==> config.mk <==
export PLATFORM = sky130hd
export DESIGN_NAME = decode_instr_buffer
export DESIGN_NICKNAME = d
export VERILOG_FILES = /design/src/rtl/mips_pkg.sv /design/src/rtl/instr_queue2.sv /design/src/rtl/decode_instr_buffer.sv
export SDC_FILE = /design/constraint.sdc
export NUM_CORES = 1
export LEC_CHECK = 0
export ABC_AREA = 1
export CAP_MARGIN = 0
export CORE_MARGIN = 2
export CORE_UTILIZATION = 30
export CTS_BUF_LIST = sky130_fd_sc_hd__clkbuf_8
export DETAILED_ROUTE_END_ITERATION = 8
export PLACE_DENSITY = 0.56
export SLEW_MARGIN = 10
export SYNTH_ARGS = -nofsm -noshare
export SYNTH_HDL_FRONTEND = slang
export SYNTH_HIERARCHICAL = 1
export SYNTH_SLANG_ARGS = --single-unit
==> constraint.sdc <==
create_clock -name Clk -period 7.62 [get_ports Clk]
set_input_delay 1.524 -clock Clk [delete_from_list [all_inputs] [get_ports Clk]]
set_output_delay 1.524 -clock Clk [all_outputs]
set_load 0.005 [all_outputs]
==> src/rtl/mips_pkg.sv <==
// Shared MIPS fetch/decode constants: word width, jump opcodes and the
// instruction word presented to decode when nothing is buffered.
package mips_pkg;

    localparam int WORD_W = 32;

    localparam logic [5:0] OPC_J   = 6'b000010;
    localparam logic [5:0] OPC_JAL = 6'b000011;

    localparam logic [WORD_W-1:0] NOP_DEFAULT = 32'h0000_0000;

    function automatic logic is_jump(input logic [WORD_W-1:0] instr);
        return (instr[31:26] == OPC_J) || (instr[31:26] == OPC_JAL);
    endfunction

endpackage

==> src/rtl/instr_queue2.sv <==
// Two-entry in-order queue of {PC+4, instruction} with 1-bit pointers.
// A clear empties it in one cycle and takes priority over push and pop.
module instr_queue2
    import mips_pkg::*;
(
    input  logic              clk,
    input  logic              rst,
    input  logic              push,
    input  logic              pop,
    input  logic              clear,
    input  logic [WORD_W-1:0] push_pc4,
    input  logic [WORD_W-1:0] push_instr,
    output logic [WORD_W-1:0] head_pc4,
    output logic [WORD_W-1:0] head_instr,
    output logic [1:0]        count
);

    logic [WORD_W-1:0] pc4_mem   [2];
    logic [WORD_W-1:0] instr_mem [2];
    logic              wr_ptr;
    logic              rd_ptr;

    // The caller guarantees push only below full and pop only when non-empty.
    always_ff @(posedge clk or posedge rst) begin
        if (rst) begin
            count        <= 2'd0;
            wr_ptr       <= 1'b0;
            rd_ptr       <= 1'b0;
            pc4_mem[0]   <= '0;
            pc4_mem[1]   <= '0;
            instr_mem[0] <= '0;
            instr_mem[1] <= '0;
        end else if (clear) begin
            count  <= 2'd0;
            wr_ptr <= 1'b0;
            rd_ptr <= 1'b0;
        end else begin
            if (push) begin
                pc4_mem[wr_ptr]   <= push_pc4;
                instr_mem[wr_ptr] <= push_instr;
                wr_ptr            <= ~wr_ptr;
            end
            if (pop) begin
                rd_ptr <= ~rd_ptr;
            end
            if (push && !pop) begin
                count <= count + 2'd1;
            end else if (pop && !push) begin
                count <= count - 2'd1;
            end
        end
    end

    assign head_pc4   = pc4_mem[rd_ptr];
    assign head_instr = instr_mem[rd_ptr];

endmodule

==> src/rtl/decode_instr_buffer.sv <==
// Fetch-to-decode instruction buffer: queues up to two fetched words, issues
// them in order under stall/flush, and redirects fetch when a j/jal issues.
module decode_instr_buffer
    import mips_pkg::*;
#(
    parameter int                DEPTH    = 2,
    parameter logic [WORD_W-1:0] NOP_WORD = NOP_DEFAULT
) (
    input  logic              Clk,
    input  logic              Rst,
    input  logic [WORD_W-1:0] PCAdder_in,
    input  logic [WORD_W-1:0] Instr_in,
    input  logic              Fetch_valid,
    input  logic              Decode_stall,
    input  logic              Flush,
    output logic              PCWrite_out,
    output logic [WORD_W-1:0] Instr_out,
    output logic [WORD_W-1:0] PCAdder_out,
    output logic              Valid_out,
    output logic              JumpControl_out,
    output logic [WORD_W-1:0] JumpTarget_out
);

    localparam logic [1:0] FULL = 2'(DEPTH);

    logic [1:0]        count;
    logic [WORD_W-1:0] head_pc4;
    logic [WORD_W-1:0] head_instr;
    logic              push;
    logic              pop;
    logic              jump_pop;
    logic              clear;

    instr_queue2 u_queue (
        .clk        (Clk),
        .rst        (Rst),
        .push       (push),
        .pop        (pop),
        .clear      (clear),
        .push_pc4   (PCAdder_in),
        .push_instr (Instr_in),
        .head_pc4   (head_pc4),
        .head_instr (head_instr),
        .count      (count)
    );

    // No bypass at full: fetch is held off by PCWrite_out, which depends on count alone.
    always_comb begin
        Valid_out   = (count != 2'd0);
        PCWrite_out = (count < FULL);
        Instr_out   = Valid_out ? head_instr : NOP_WORD;
        PCAdder_out = Valid_out ? head_pc4   : '0;

        pop      = Valid_out && !Decode_stall && !Flush;
        jump_pop = pop && is_jump(Instr_out);
        push     = Fetch_valid && PCWrite_out && !Flush && !jump_pop;
        clear    = Flush || jump_pop;

        JumpControl_out = jump_pop;
        JumpTarget_out  = {PCAdder_out[31:28], Instr_out[25:0], 2'b00};
    end

endmodule

# Yosys cells after proc, flatten, opt, wreduce, memory -nomap -nowiden
# Index checks and enable logic that the tools add are counted.
[op_classes] bitwise=5 n_mul=0 n_shift=0 magnitude_cmp=4 n_eq_ne=2 reduce_logical=21 div_mod_pow=0 n_mux=19 n_addsub=2
[ops] operator="two-way mux 32 bit" n=9
[ops] operator="bitwise mux 64 bit" n=2
[ops] operator="demux 32 bit (select 1 bit)" n=1
[ops] operator="== test 6 x 2 -> 1 bit, second input constant" n=2
[ops] operator="logical AND 1 bit" n=9
[ops] operator="two-way mux 2 bit" n=3
[ops] operator="nonzero test 2 bit" n=3
[ops] operator="zero test 1 bit" n=5
[ops] operator="greater-or-equal comparator 2 bit, second input constant" n=2
[ops] operator="two-way mux 1 bit" n=4
[ops] operator="NOT 1 -> 2 bit" n=2
[ops] operator="NOT 1 bit" n=3
[ops] operator="nonzero test 3 bit" n=1
[ops] operator="adder 2 x 1 -> 2 bit, second input constant" n=1
[ops] operator="logical OR 1 bit" n=2
[ops] operator="< comparator 2 x 1 -> 1 bit, second input constant" n=1
[ops] operator="< comparator 2 bit, second input constant" n=1
[ops] operator="AND reduction 2 bit" n=1
[ops] operator="subtractor 2 x 1 -> 2 bit, second input constant" n=1
[totals] register_bits=132 memories=0 rom_bits=0 word_cells=60 inputBits=69 ram_bits=0 latchBits=0 out_inout_bits=99

# Depth between registers and ports, before layout
[depth] ltp_word=15 mapped_depth=14 mapped_depth_nobuf=13

# Modules after synthesis
# Netlist, hierarchy kept.
[modules_own_cells] mod="instr_queue2" seq_area_each_um2=3303.2 area_each_um2=5685.5 instances=1 cells_per_inst=580
[modules_own_cells] mod="decode_instr_buffer" seq_area_each_um2=0.0 area_each_um2=838.3 instances=1 cells_per_inst=185

# Worst setup path after synthesis
# OpenSTA, ideal clock, no wires.
[synth_path] kind="input to output" start="in Flush" end="out JumpControl_out" t_required_ns=6.096 path_stages=5 n_path_buf=0 setup_slack_ns=4.143 arrival_time_ns=1.953 path_cell_list="inv_1 -> nand2_1 -> nor2_2 -> nand3_2 -> inv_1"
[synth_via] elab_chain_len=3
[synth_lines] item="start: declaration" line="decode_instr_buffer.sv:15" text="input logic Flush,"
[synth_lines] item="zero test 1 bit" line="decode_instr_buffer.sv:54" text="pop = Valid_out && !Decode_stall && !Flush;"
[synth_lines] item="logical AND 1 bit" line="decode_instr_buffer.sv:54"
[synth_lines] item="net pop" line="decode_instr_buffer.sv:30" text="logic pop;"
[synth_lines] item="logical AND 1 bit" line="decode_instr_buffer.sv:55" text="jump_pop = pop && is_jump(Instr_out);"
[synth_lines] item="end: declaration" line="decode_instr_buffer.sv:20" text="output logic JumpControl_out,"
# The timed path passes the listed nets, and every way through them passes these cells.

# Worst setup path after layout
[layout_path] start="reg u_queue.rd_ptr" end="out JumpControl_out"
[layout_via] elab_chain_len=8 word_cells_on_any_way=9 classes_between="eq/ne (2); mux (4); bitwise (1); reduce/logical (2)"
[layout_lines] item="start: declaration" line="instr_queue2.sv:21" text="logic rd_ptr;"
[layout_lines] item="start signal: assignment" line="instr_queue2.sv:44" text="rd_ptr <= ~rd_ptr;"
[layout_lines] item="NOT 1 -> 2 bit (implied by the code) *" line="instr_queue2.sv:55" text="assign head_instr = instr_mem[rd_ptr];"
[layout_lines] item="two-way mux 32 bit (implied by the code) * (3 in a row)" line="instr_queue2.sv:55"
[layout_lines] item="net head_instr[30]" line="decode_instr_buffer.sv:28" text="logic [WORD_W-1:0] head_instr;"
[layout_lines] item="two-way mux 32 bit *" line="decode_instr_buffer.sv:51" text="Instr_out = Valid_out ? head_instr : NOP_WORD;"
[layout_lines] item="== test 6 x 2 -> 1 bit" line="mips_pkg.sv:13" text="return (instr[31:26] == OPC_J) || (instr[31:26] == OPC_JAL);"
[layout_lines] item="logical OR 1 bit *" line="mips_pkg.sv:13"
[layout_lines] item="logical AND 1 bit *" line="decode_instr_buffer.sv:55"
# The timed path passes the listed nets; every way through them passes the cells marked *. The select of a mux whose other input is x is not followed.

==> flow_summary.json <==
{
  "synth.distinct_cells": 18,
  "timing.rr.end": "u_queue/instr_mem[25]",
  "overflow": 0,
  "drt-total-wl_mm": 14.5,
  "startpoint": "u_queue/rd_ptr",
  "antenna_found_initial": 0,
  "nFillCells": 2195,
  "max_freq_mhz": 221,
  "fin_area_sq_um": 8520,
  "htreeDepth": 4,
  "power_leakage_nw": 4.09,
  "grt_pass1_wl_mm": 24.1,
  "cts_tree": "done",
  "rrSetupSlack_ns": 3.96,
  "start_kind": "flop",
  "critPathArrivalTime_ns": 3.01,
  "r2r_start": "u_queue/rd_ptr",
  "drt-vias-per-instance": 4.22,
  "path_max_fanout": 66,
  "finalHoldViolCount": 0,
  "ctsResizeCount": 0,
  "core-area_sq_um": 21200,
  "drc_errors": 0,
  "synthesis.area_sq_um": 6520,
  "cts.sinks": 132,
  "switching_share": 0.286,
  "clock_path_buffers": 2,
  "synthCells": 765,
  "synth_top_family_by_area": "buffers and inverters",
  "power.total_mw": 2.11,
  "dieArea_sq_um": 22900,
  "path_class": "flop to output port",
  "fin_crit_ns": 4.53,
  "tightest_slew_ns": 0.981,
  "p_clk_frac": 0.275,
  "post_cts_buffers": 0,
  "rows": 53,
  "ios": 168,
  "p_per_area_nw_per_um2": 247,
  "synth_compound_area_frac": 0.100,
  "grt_pass1_vias": 4984,
  "ys_warn_count": 6,
  "status": "finished, final reports clean",
  "p_seq_frac": 0.470,
  "clock_latency_ns": 0.43,
  "postCtsHoldBufs": 0,
  "cts_buffers": 17,
  "fin_skew_ns": 0.0112,
  "layout-drive-gt1-share": 0.116,
  "ant_nets": 0,
  "clockRootBuffer": "clkbuf_8",
  "vias": 4933,
  "fin_crit_sh": 0.595,
  "clk_pin_slew_ns": 0.07,
  "gp_congestion": 0.740,
  "synth_seq_cells": 132,
  "muxShareOfSynthArea": 0.110,
  "slew_headroom": 0.346,
  "die_width_um": 151,
  "diodes": 0,
  "reg2reg_depth": 10,
  "synth-xor-area-share": 0,
  "p_sw_mw": 0.603,
  "final_net_count": 951,
  "wl_per_cell_um": 12.4,
  "portBuffers": 165,
  "drv_cap": 0,
  "fin_util": 0.403,
  "internal_power_mw": 1.50,
  "chipHeight_um": 151,
  "syn_avg_cell_area_sq_um": 8.53,
  "drt_iter0_markers": 188,
  "final_max_slew_viol_count": 0,
  "irDropWorstVdd_v": 0.0000888,
  "place_area_sq_um": 8140,
  "setup_viol": 0,
  "rsz0062_at_grt": "no",
  "dr.pass1.iters": 4,
  "hpwl_mm": 9.34,
  "critPathCaptureType": "output port",
  "start_util": 0.308,
  "synth-simple-area-share": 0.132,
  "yosys.area_share.adder": 0,
  "combPwrFrac": 0.256,
  "required_ns": 6.10,
  "crit_end": "JumpControl_out",
  "grt_max_degree": 84,
  "area_delta_synth_final_pct": 30.6,
  "ys_seq_area_frac": 0.506,
  "grt_usage": 0.134,
  "setup_tns_ns": 0,
  "hold_path.class": "flop to flop"
}
## final cells by class
class | instances | area, sq um | share of cell area
sequential | 132 | 3310 | 0.388
tap | 275 | 344 | 0.0404
clock inverter | 11 | 111 | 0.0131
clock buffer | 20 | 275 | 0.0323
timing repair buffer | 170 | 1690 | 0.198
multi-input combinational | 419 | 2260 | 0.265
inverter | 142 | 538 | 0.0631
## flip-flops by register name (all words and copies together), names as in the netlist
name	cells
u_queue/instr_mem	64
u_queue/rd_ptr	1
u_queue/wr_ptr	1
u_queue/pc4_mem	64
u_queue/count	2
## worst min path at each step
stage,slack [ns],cells past startpoint,start,to
2_1_floorplan,0.45,2,u_queue/instr_mem[0],u_queue/instr_mem[0]
3_3_place_gp,0.46,2,u_queue/pc4_mem[11],u_queue/pc4_mem[11]
3_5_place_dp,0.47,2,u_queue/pc4_mem[10],u_queue/pc4_mem[10]
4_1_cts,0.49,2,u_queue/pc4_mem[24],u_queue/pc4_mem[24]
5_1_grt,0.50,2,u_queue/instr_mem[13],u_queue/instr_mem[13]
6_report,0.48,2,u_queue/instr_mem[38],u_queue/instr_mem[38]
## metal layers
| layer | GRT usage | share of wire |
|---|---|---|
| met1 | 0.174 | 0.48 |
| met2 | 0.217 | 0.46 |
| met3 | 0.0323 | 0.050 |
| met4 | 0.0463 | 0.014 |
| met5 | 0 | 0 |
## synth_stat cells (all sizes together)
cell    instances  area [sq um]
nand2         145           544
inv           142           533
dfrtp         132          3300
o21ai         129           646
nor2           69           269
mux2           64           721
buf            61           395
clkbuf         12          51.3
nand3           6          35.0
a21oi           2          10.0
conb            1          3.75
nand3b          1          7.51
nor3            1          5.00
## power groups by stage
stage | clock network, mW | registers, mW | logic (mW)
floorplan | 0 | 0.966 | 0.373
CTS | 0.607 | 0.991 | 0.554
detailed placement | 0 | 1.00 | 0.551
finish | 0.579 | 0.990 | 0.539
global placement | 0 | 0.995 | 0.546
global route | 0.636 | 1.02 | 0.627
## cell families (layout without fill, tap and decap cells)
group | count (synthesis) | after routing
and+or+nand+nor | 222 | 222
buffers and inverters | 215 | 343
DFF | 132 | 132
AOI/OAI and AO/OA | 131 | 131
muxes | 64 | 64
other | 1 | 2
## critical path: stages (launching register included)
cell	delay [ns]
dfrtp_4	1.07
mux2_2	0.42
inv_1	0.07
nand2_1	0.06
nor2_1	0.23
nand3_2	0.12
inv_1	0.07
clkdlybuf4s50_1	0.49
## cell usage in the layout, fill, tap and decap left out, drive strengths merged
cell type,n
a21oi,2
nor2,69
nand2,145
clkdlybuf4s50,165
clkinv,5
nor3,1
nand3b,1
bufinv,2
dfrtp,132
inv,144
clkinvlp,2
o21ai,129
nand3,6
clkbuf,20
mux2,64
buf,5
conb,2
## per-stage QoR
step	cells	setup WS [ns]	hold WS, ns
4_1_cts	1169	2.97	0.486
3_3_place_gp	1138	3.14	0.459
2_1_floorplan	766	2.57	0.448
6_report	1169	3.09	0.479
3_5_place_dp	1138	3.14	0.468
5_1_grt	1169	2.80	0.502
Note: power is estimated with default switching activity, not from simulation.
